[src/rtl/regmap_split_bank.sv]
// regmap_split_bank
// Parametrised register bank. Each bus word at BASE_ADDR+k is split into
// FPW = DATA_W/FIELD_W packed field registers. A single write updates every
// strobed field of the addressed word at once. Fields are either plain
// read/write or write-1-to-clear with hardware set inputs (set wins over clear).
// Reads are registered, and accesses outside the mapped window are flagged.
//
// Ports:
//   clk_i          clock, rising edge
//   rst_i          asynchronous active-high reset
//   write_i        write request (one cycle)
//   read_i         read request (one cycle)
//   addr_i         word address
//   write_data_i   write word
//   write_strb_i   per-field write enable within the addressed word
//   read_data_o    registered read word, holds until the next accepted read
//   read_valid_o   pulses the cycle after an accepted read
//   addr_err_o     pulses the cycle after any access to an unmapped address
//   reg_out_o      all field values, field f at [f*FIELD_W +: FIELD_W]
//   hw_set_i       per-bit hardware set for W1C fields (ignored for RW fields)
module regmap_split_bank #(
  parameter int DATA_W    = 4,
  parameter int FIELD_W   = 2,
  parameter int NUM_WORDS = 4,
  parameter int ADDR_W    = 3,
  parameter int BASE_ADDR = 1,
  parameter logic [NUM_WORDS*(DATA_W/FIELD_W)-1:0] W1C_MASK = '0,
  parameter logic [FIELD_W-1:0] RESET_VALUE = '0
) (
  input  logic                                      clk_i,
  input  logic                                      rst_i,
  input  logic                                      write_i,
  input  logic                                      read_i,
  input  logic [ADDR_W-1:0]                         addr_i,
  input  logic [DATA_W-1:0]                         write_data_i,
  input  logic [DATA_W/FIELD_W-1:0]                 write_strb_i,
  output logic [DATA_W-1:0]                         read_data_o,
  output logic                                      read_valid_o,
  output logic                                      addr_err_o,
  output logic [NUM_WORDS*DATA_W-1:0]               reg_out_o,
  input  logic [NUM_WORDS*DATA_W-1:0]               hw_set_i
);

  localparam int FPW   = DATA_W / FIELD_W;
  localparam int NF    = NUM_WORDS * FPW;
  localparam int LIMIT = BASE_ADDR + NUM_WORDS;

  // Address window bounds kept one bit wider than the bus address so that
  // BASE_ADDR+NUM_WORDS can equal 2**ADDR_W without wrapping to zero.
  localparam logic [ADDR_W:0] BASE_EXT  = BASE_ADDR[ADDR_W:0];
  localparam logic [ADDR_W:0] LIMIT_EXT = LIMIT[ADDR_W:0];

  if (DATA_W % FIELD_W != 0) begin : g_bad_width
    $error("regmap_split_bank: DATA_W must be a multiple of FIELD_W");
  end
  if (LIMIT > (1 << ADDR_W)) begin : g_bad_range
    $error("regmap_split_bank: BASE_ADDR+NUM_WORDS exceeds address space");
  end

  logic [NF*FIELD_W-1:0] fields_q, fields_d;
  logic [DATA_W-1:0]     read_data_q, read_data_d;
  logic                  read_valid_q, read_valid_d;
  logic                  addr_err_q, addr_err_d;

  logic [ADDR_W:0]       addrExt;
  logic [ADDR_W:0]       wordIdx;
  logic                  mapped;
  logic [NUM_WORDS-1:0]  wordSel;
  logic [NF-1:0]         fieldHit;
  logic [DATA_W-1:0]     readWord;

  assign addrExt = {1'b0, addr_i};
  assign mapped  = (addrExt >= BASE_EXT) && (addrExt < LIMIT_EXT);
  assign wordIdx = addrExt - BASE_EXT;

  // One-hot word select; all zero when the address is outside the window.
  for (genvar k = 0; k < NUM_WORDS; k++) begin : g_word_sel
    assign wordSel[k] = mapped && (wordIdx == (ADDR_W+1)'(k));
  end

  // A field is written when its word is addressed and its lane is strobed.
  for (genvar f = 0; f < NF; f++) begin : g_field_hit
    assign fieldHit[f] = write_i && wordSel[f/FPW] && write_strb_i[f%FPW];
  end

  // Field next state. W1C fields clear the strobed write bits and then OR in
  // the hardware set bits, so a simultaneous set and clear leaves the bit set.
  always_comb begin
    fields_d = fields_q;
    for (int f = 0; f < NF; f++) begin
      if (W1C_MASK[f]) begin
        fields_d[f*FIELD_W +: FIELD_W] =
          (fields_q[f*FIELD_W +: FIELD_W] &
           ~(fieldHit[f] ? write_data_i[(f%FPW)*FIELD_W +: FIELD_W] : '0)) |
          hw_set_i[f*FIELD_W +: FIELD_W];
      end else if (fieldHit[f]) begin
        fields_d[f*FIELD_W +: FIELD_W] = write_data_i[(f%FPW)*FIELD_W +: FIELD_W];
      end
    end
  end

  // Read mux uses pre-edge field state, giving read-before-write ordering.
  always_comb begin
    readWord = '0;
    for (int k = 0; k < NUM_WORDS; k++) begin
      if (wordSel[k]) begin
        readWord = fields_q[k*DATA_W +: DATA_W];
      end
    end
  end

  always_comb begin
    read_data_d  = (read_i && mapped) ? readWord : read_data_q;
    read_valid_d = read_i && mapped;
    addr_err_d   = (read_i || write_i) && !mapped;
  end

  always_ff @(posedge clk_i or posedge rst_i) begin
    if (rst_i) begin
      fields_q     <= {NF{RESET_VALUE}};
      read_data_q  <= '0;
      read_valid_q <= 1'b0;
      addr_err_q   <= 1'b0;
    end else begin
      fields_q     <= fields_d;
      read_data_q  <= read_data_d;
      read_valid_q <= read_valid_d;
      addr_err_q   <= addr_err_d;
    end
  end

  assign read_data_o  = read_data_q;
  assign read_valid_o = read_valid_q;
  assign addr_err_o   = addr_err_q;
  assign reg_out_o    = fields_q;

endmodule

[config.mk]
export PLATFORM = sky130hd
export DESIGN_NAME = regmap_split_bank
export DESIGN_NICKNAME = d
export VERILOG_FILES = /design/src/rtl/regmap_split_bank.sv
export SDC_FILE = /design/constraint.sdc
export NUM_CORES = 1
export LEC_CHECK = 0
export ABC_AREA = 1
export BUFFER_PORTS_ARGS = -buffer_cell sky130_fd_sc_hd__buf_2
export CORE_ASPECT_RATIO = 0.9
export CORE_MARGIN = 2
export CORE_UTILIZATION = 40
export DETAILED_ROUTE_END_ITERATION = 6
export PLACE_DENSITY = 0.81
export SLEW_MARGIN = 20
export SYNTH_ARGS = -nofsm -noshare
export SYNTH_HDL_FRONTEND = slang
export SYNTH_SLANG_ARGS = --single-unit
[constraint.sdc]
create_clock -name clk_i -period 2.5 [get_ports clk_i]
set_input_delay 0.25 -clock clk_i [delete_from_list [all_inputs] [get_ports clk_i]]
set_output_delay 0.25 -clock clk_i [all_outputs]
set_load 0.02 [all_outputs]
**Yosys cells after proc, flatten, opt, wreduce, memory -nomap -nowiden**

Index checks and enable logic that the tools add are counted.

- Magnitude comparators: 2
- Reductions and logical operators: 22
- $add $sub $neg: 1
- Multiplexer cells: 4
- Equal/unequal tests: 3

Operator list:

| cell | number |
|---|---|
| $logic_and A1 B1 Y1 | 19 |
| $mux W4 | 4 |
| $eq A4 B2 Y1 const B | 2 |
| $eq A4 B1 Y1 const B | 1 |
| $logic_not A4 Y1 | 1 |
| $sub A3 B1 Y4 const B | 1 |
| $ge A3 B1 Y1 const B | 1 |
| $lt A3 B3 Y1 const B | 1 |
| $logic_not A1 Y1 | 1 |
| $logic_or A1 B1 Y1 | 1 |

- Flip-flop bits (word level): 22
- Word-level logic and storage cells: 43

**Depth between registers and ports, before layout**

- Depth in word-level cells: 7
- Gate-level depth with buffers: 10
- Depth with buffers taken out: 10

**Worst setup path before layout**

No wires, ideal clock.

- Kind: input port to flip-flop
- From: input addr_i[1]
- To: register fields_q[4] (netlist: reg_out_o[4])
- Path slack: 1102 ps
- Buffers on the path: 0
- Arrival time: 1269 ps
- Stages on the path: 7
- Path through: nor2_1 ha_1 nand2_1 nor2_1 nand3_2 nor3_2 o21ai_0

- Word-level cells in the longest chain between the ends: 5
- Elaborated cells between the ends (all ways): 8

Ends and longest elaborated chain:

| element | RTL line | source |
|---|---|---|
| start: declaration | 34 | `input logic [ADDR_W-1:0] addr_i,` |
| $sub A3 B1 Y4 (tied with other cells) | 74 | `assign wordIdx = addrExt - BASE_EXT;` |
| $eq A4 B1 Y1 / $logic_and A1 B1 Y1 (equally long branches) | 78, 73 |  |
| $logic_and A1 B1 Y1 * | 78 | `assign wordSel[k] = mapped && (wordIdx == (ADDR_W+1)'(k));` |
| $logic_and A1 B1 Y1 * (2 in a row) | 83 | `assign fieldHit[f] = write_i && wordSel[f/FPW] && write_strb_i[f%FPW];` |
| end signal: assignment | 120 | `fields_q <= {NF{RESET_VALUE}};` |
| end signal: assignment | 125 | `fields_q <= fields_d;` |
| end: declaration | 60 | `logic [NF*FIELD_W-1:0] fields_q, fields_d;` |

Mark *: on every way between the ends. The rest lies on a longest branch, timed or not.
A chain may end at the register's enable or synchronous reset.

**Worst setup path after layout**

- From: input addr_i[0]
- To: register fields_q[5] (netlist: reg_out_o[5])

Same word-level chain as after synthesis.

==> reports/results.ini <==
[status]
status = finished clean

[sta]
grt_setup_unrepaired = false
finalSetupTns_ns = 0
drv_slew = 0
setup_viol = 0
tightestPinTransition_ns = 0.825
clock_skew_ns = 0.0135
min_period_over_period_pct = 56.2
slew_headroom_pct = 44.9
max_clock_freq_ghz = 0.712
hold_violations = 0
min_period_ns = 1.40

[synthesis]
yosysSeqAreaShare_pct = 47.8
avgSynthCellArea_um2 = 7.79
synth_cell_types = 19
yosysWarnings = 0
ys_top_cells_by_area = dfrtp_1 (48%), nand2_1 (14%), inv_1 (7.5%)
syn_inst = 148
synth_top_cell_area_share_pct = 47.8
ys_ff_latch = 22
synth_area_um2 = 1150
synth_area_leader_cell = dfrtp_1
synth_fp_nets = 178

[detailed_routing]
drc = 0
wirelength_mm = 2.35
vias_per_cell = 4.66
num_vias = 1053
firstDrtPassIters = 4
ant_nets = 0
drt_first_iter_violations = 28
wl_per_cell_um = 10.4

[layout]
final_util_pct = 51.9
drive_gt1_share_pct = 28.5
fin_nets = 217
area_growth_pct = 23.7
antenna_cells = 0
fin_cells = 226

[place]
gp_congestion = 0.833
portBuffers = 34
dp_hpwl_mm = 1.85
dp.cells = 222

[clock_tree]
cts_hold_buf = 0
cts_tree = built
h-tree-depth = 1
cts_resized = 0
cts-root-buf = clkbuf_4
clkTransAtPathRegs_ns = 0.13
insertion_delay_ns = 0.31
cts_sinks = 22
cts_made_buffers = 3
post_cts_buffers = 0
cts_buffer_depth = 2

[global_routing]
antenna_found_initial = 0
first_global_vias = 838
grt_max_degree = 23
grt_pass1_wl_mm = 3.60
gr-usage-all-layers_pct = 14.9
grt-busiest-layer = met2
grt_overflow = 0
met1_usage_pct = 20.1
use_met2_pct = 24.6
grtUsageMet3_pct = 4.88

[critical_path]
worstPathMaxFanout = 6
crit_buf_inv = 1
slowest_delay_ns = 0.32
critPathRequiredTime_ns = 2.73
r2r_cells = 5
setup.worst_path.start_class = primary input
cpLargestDelayFamily = simple AND/OR/NAND/NOR gates
critical_path_class = in -> reg
r2r-start = reg_out_o[2]$_DFFE_PP0P_
path_cells = buf_2 -> nor2_1 -> ha_1 -> nand2_1 -> nor2_1 -> nand3_2 -> nor3_2 -> nand2_1 -> o21ai_0
cp-end-kind = register
cp.arrival_ns = 1.64
reg2reg_slack_ns = 1.58
reg2reg_to = read_data_o[2]$_DFFE_PP0P_
cp_slowest_cell = ha_1

[power]
powerDensity_nw_per_um2 = 762
p_leak_nw = 0.775
total_power_mw = 1.09
ir_drop_uv = 717

[worst_hold_path]
hp-class = in -> async

[floorplan]
dieArea_um2 = 3330
initial_utilization_pct = 41.9
die_w_um = 60.6
fp-row-count = 18
io-pin-count = 51
core_area_um2 = 2750
die_h_um = 54.9

[run]
maxCapViolCount = 0

## layout by cell type, fill, tap and decap left out, drive strengths merged, types with 3 or more instances in the layout
cell type	instances
nand2	47
buf	34
inv	24
dfrtp	22
o21ai	17
nor2	16
nand3	7
a21oi	5
nor3	4
nand4	3
clkbuf	3
## synthesized netlist by cell type
cell type  instances
nand3_2            4
nand2_1           44
o21ai_0           12
dfrtp_1           22
and2_1             1
inv_2              1
nor2_2             1
a21oi_4            1
nand2_2            3
ha_1               1
nor3b_1            1
o21ai_2            1
nand3_1            3
inv_1             23
a21oi_1            4
nor3_2             4
o21ai_1            4
nand4_1            3
nor2_1            15
## per-layer routing
layer / wire, µm / up-vias
met2: 1030 / 33
met3: 148 / 0
met1: 1170 / 473
met5: 0 / -
met4: 0 / 0
li1: - / 547
## sequential cells by signal (all words and copies together) (netlist names)
register and flops:
read_valid_o 1, addr_err_o 1, reg_out_o 16, read_data_o 4
## per-stage QoR
stage | instance area (µm²) | worst slack, ns | hold slack, ns
2_1_floorplan | 1150 | 1.10 | 0.239
3_3_place_gp | 1370 | 0.799 | 0.430
3_5_place_dp | 1370 | 0.770 | 0.447
4_1_cts | 1430 | 1.12 | 0.0887
5_1_grt | 1430 | 0.949 | 0.148
6_report | 1430 | 1.10 | 0.0694
## how the worst max path moves through the flow
stage / cells after the start / end / startpoint / slack (ns)
after floorplan: 7 / reg_out_o[4]$_DFFE_PP0P_ / addr_i[1] / 1.10
after global placement: 8 / reg_out_o[6]$_DFFE_PP0P_ / addr_i[0] / 0.80
after detailed placement: 8 / reg_out_o[7]$_DFFE_PP0P_ / addr_i[0] / 0.77
after CTS: 8 / reg_out_o[7]$_DFFE_PP0P_ / addr_i[0] / 1.12
after global routing: 9 / reg_out_o[7]$_DFFE_PP0P_ / addr_i[0] / 0.95
final: 9 / reg_out_o[5]$_DFFE_PP0P_ / addr_i[0] / 1.10
## layout make-up
| cell class | count | area (µm²) |
|---|---|---|
| clock buffer | 3 | 22.5 |
| clock inverter | 1 | 30.0 |
| fill | 291 | 1320 |
| inverter | 24 | 90.1 |
| multi-input combinational | 102 | 512 |
| sequential | 22 | 551 |
| tap | 40 | 50.0 |
| timing repair buffer | 34 | 170 |
## cell families (layout without fill, tap and decap cells)
group | count (synthesis) | count (layout) | share of synthesized area (%)
buffers and inverters | 24 | 62 | 7.82
and+or+nand+nor | 79 | 79 | 32.5
adders and majority gates | 1 | 1 | 1.09
AOI/OAI and AO/OA | 22 | 22 | 10.9
DFF | 22 | 22 | 47.8
## report_power, final
group	internal [mW]	total [mW]	switching [mW]
clock network	0.162	0.272	0.110
registers	0.433	0.477	0.0437
logic	0.108	0.338	0.229
total	0.704	1.09	0.383
(Power assumes the default switching activity.)
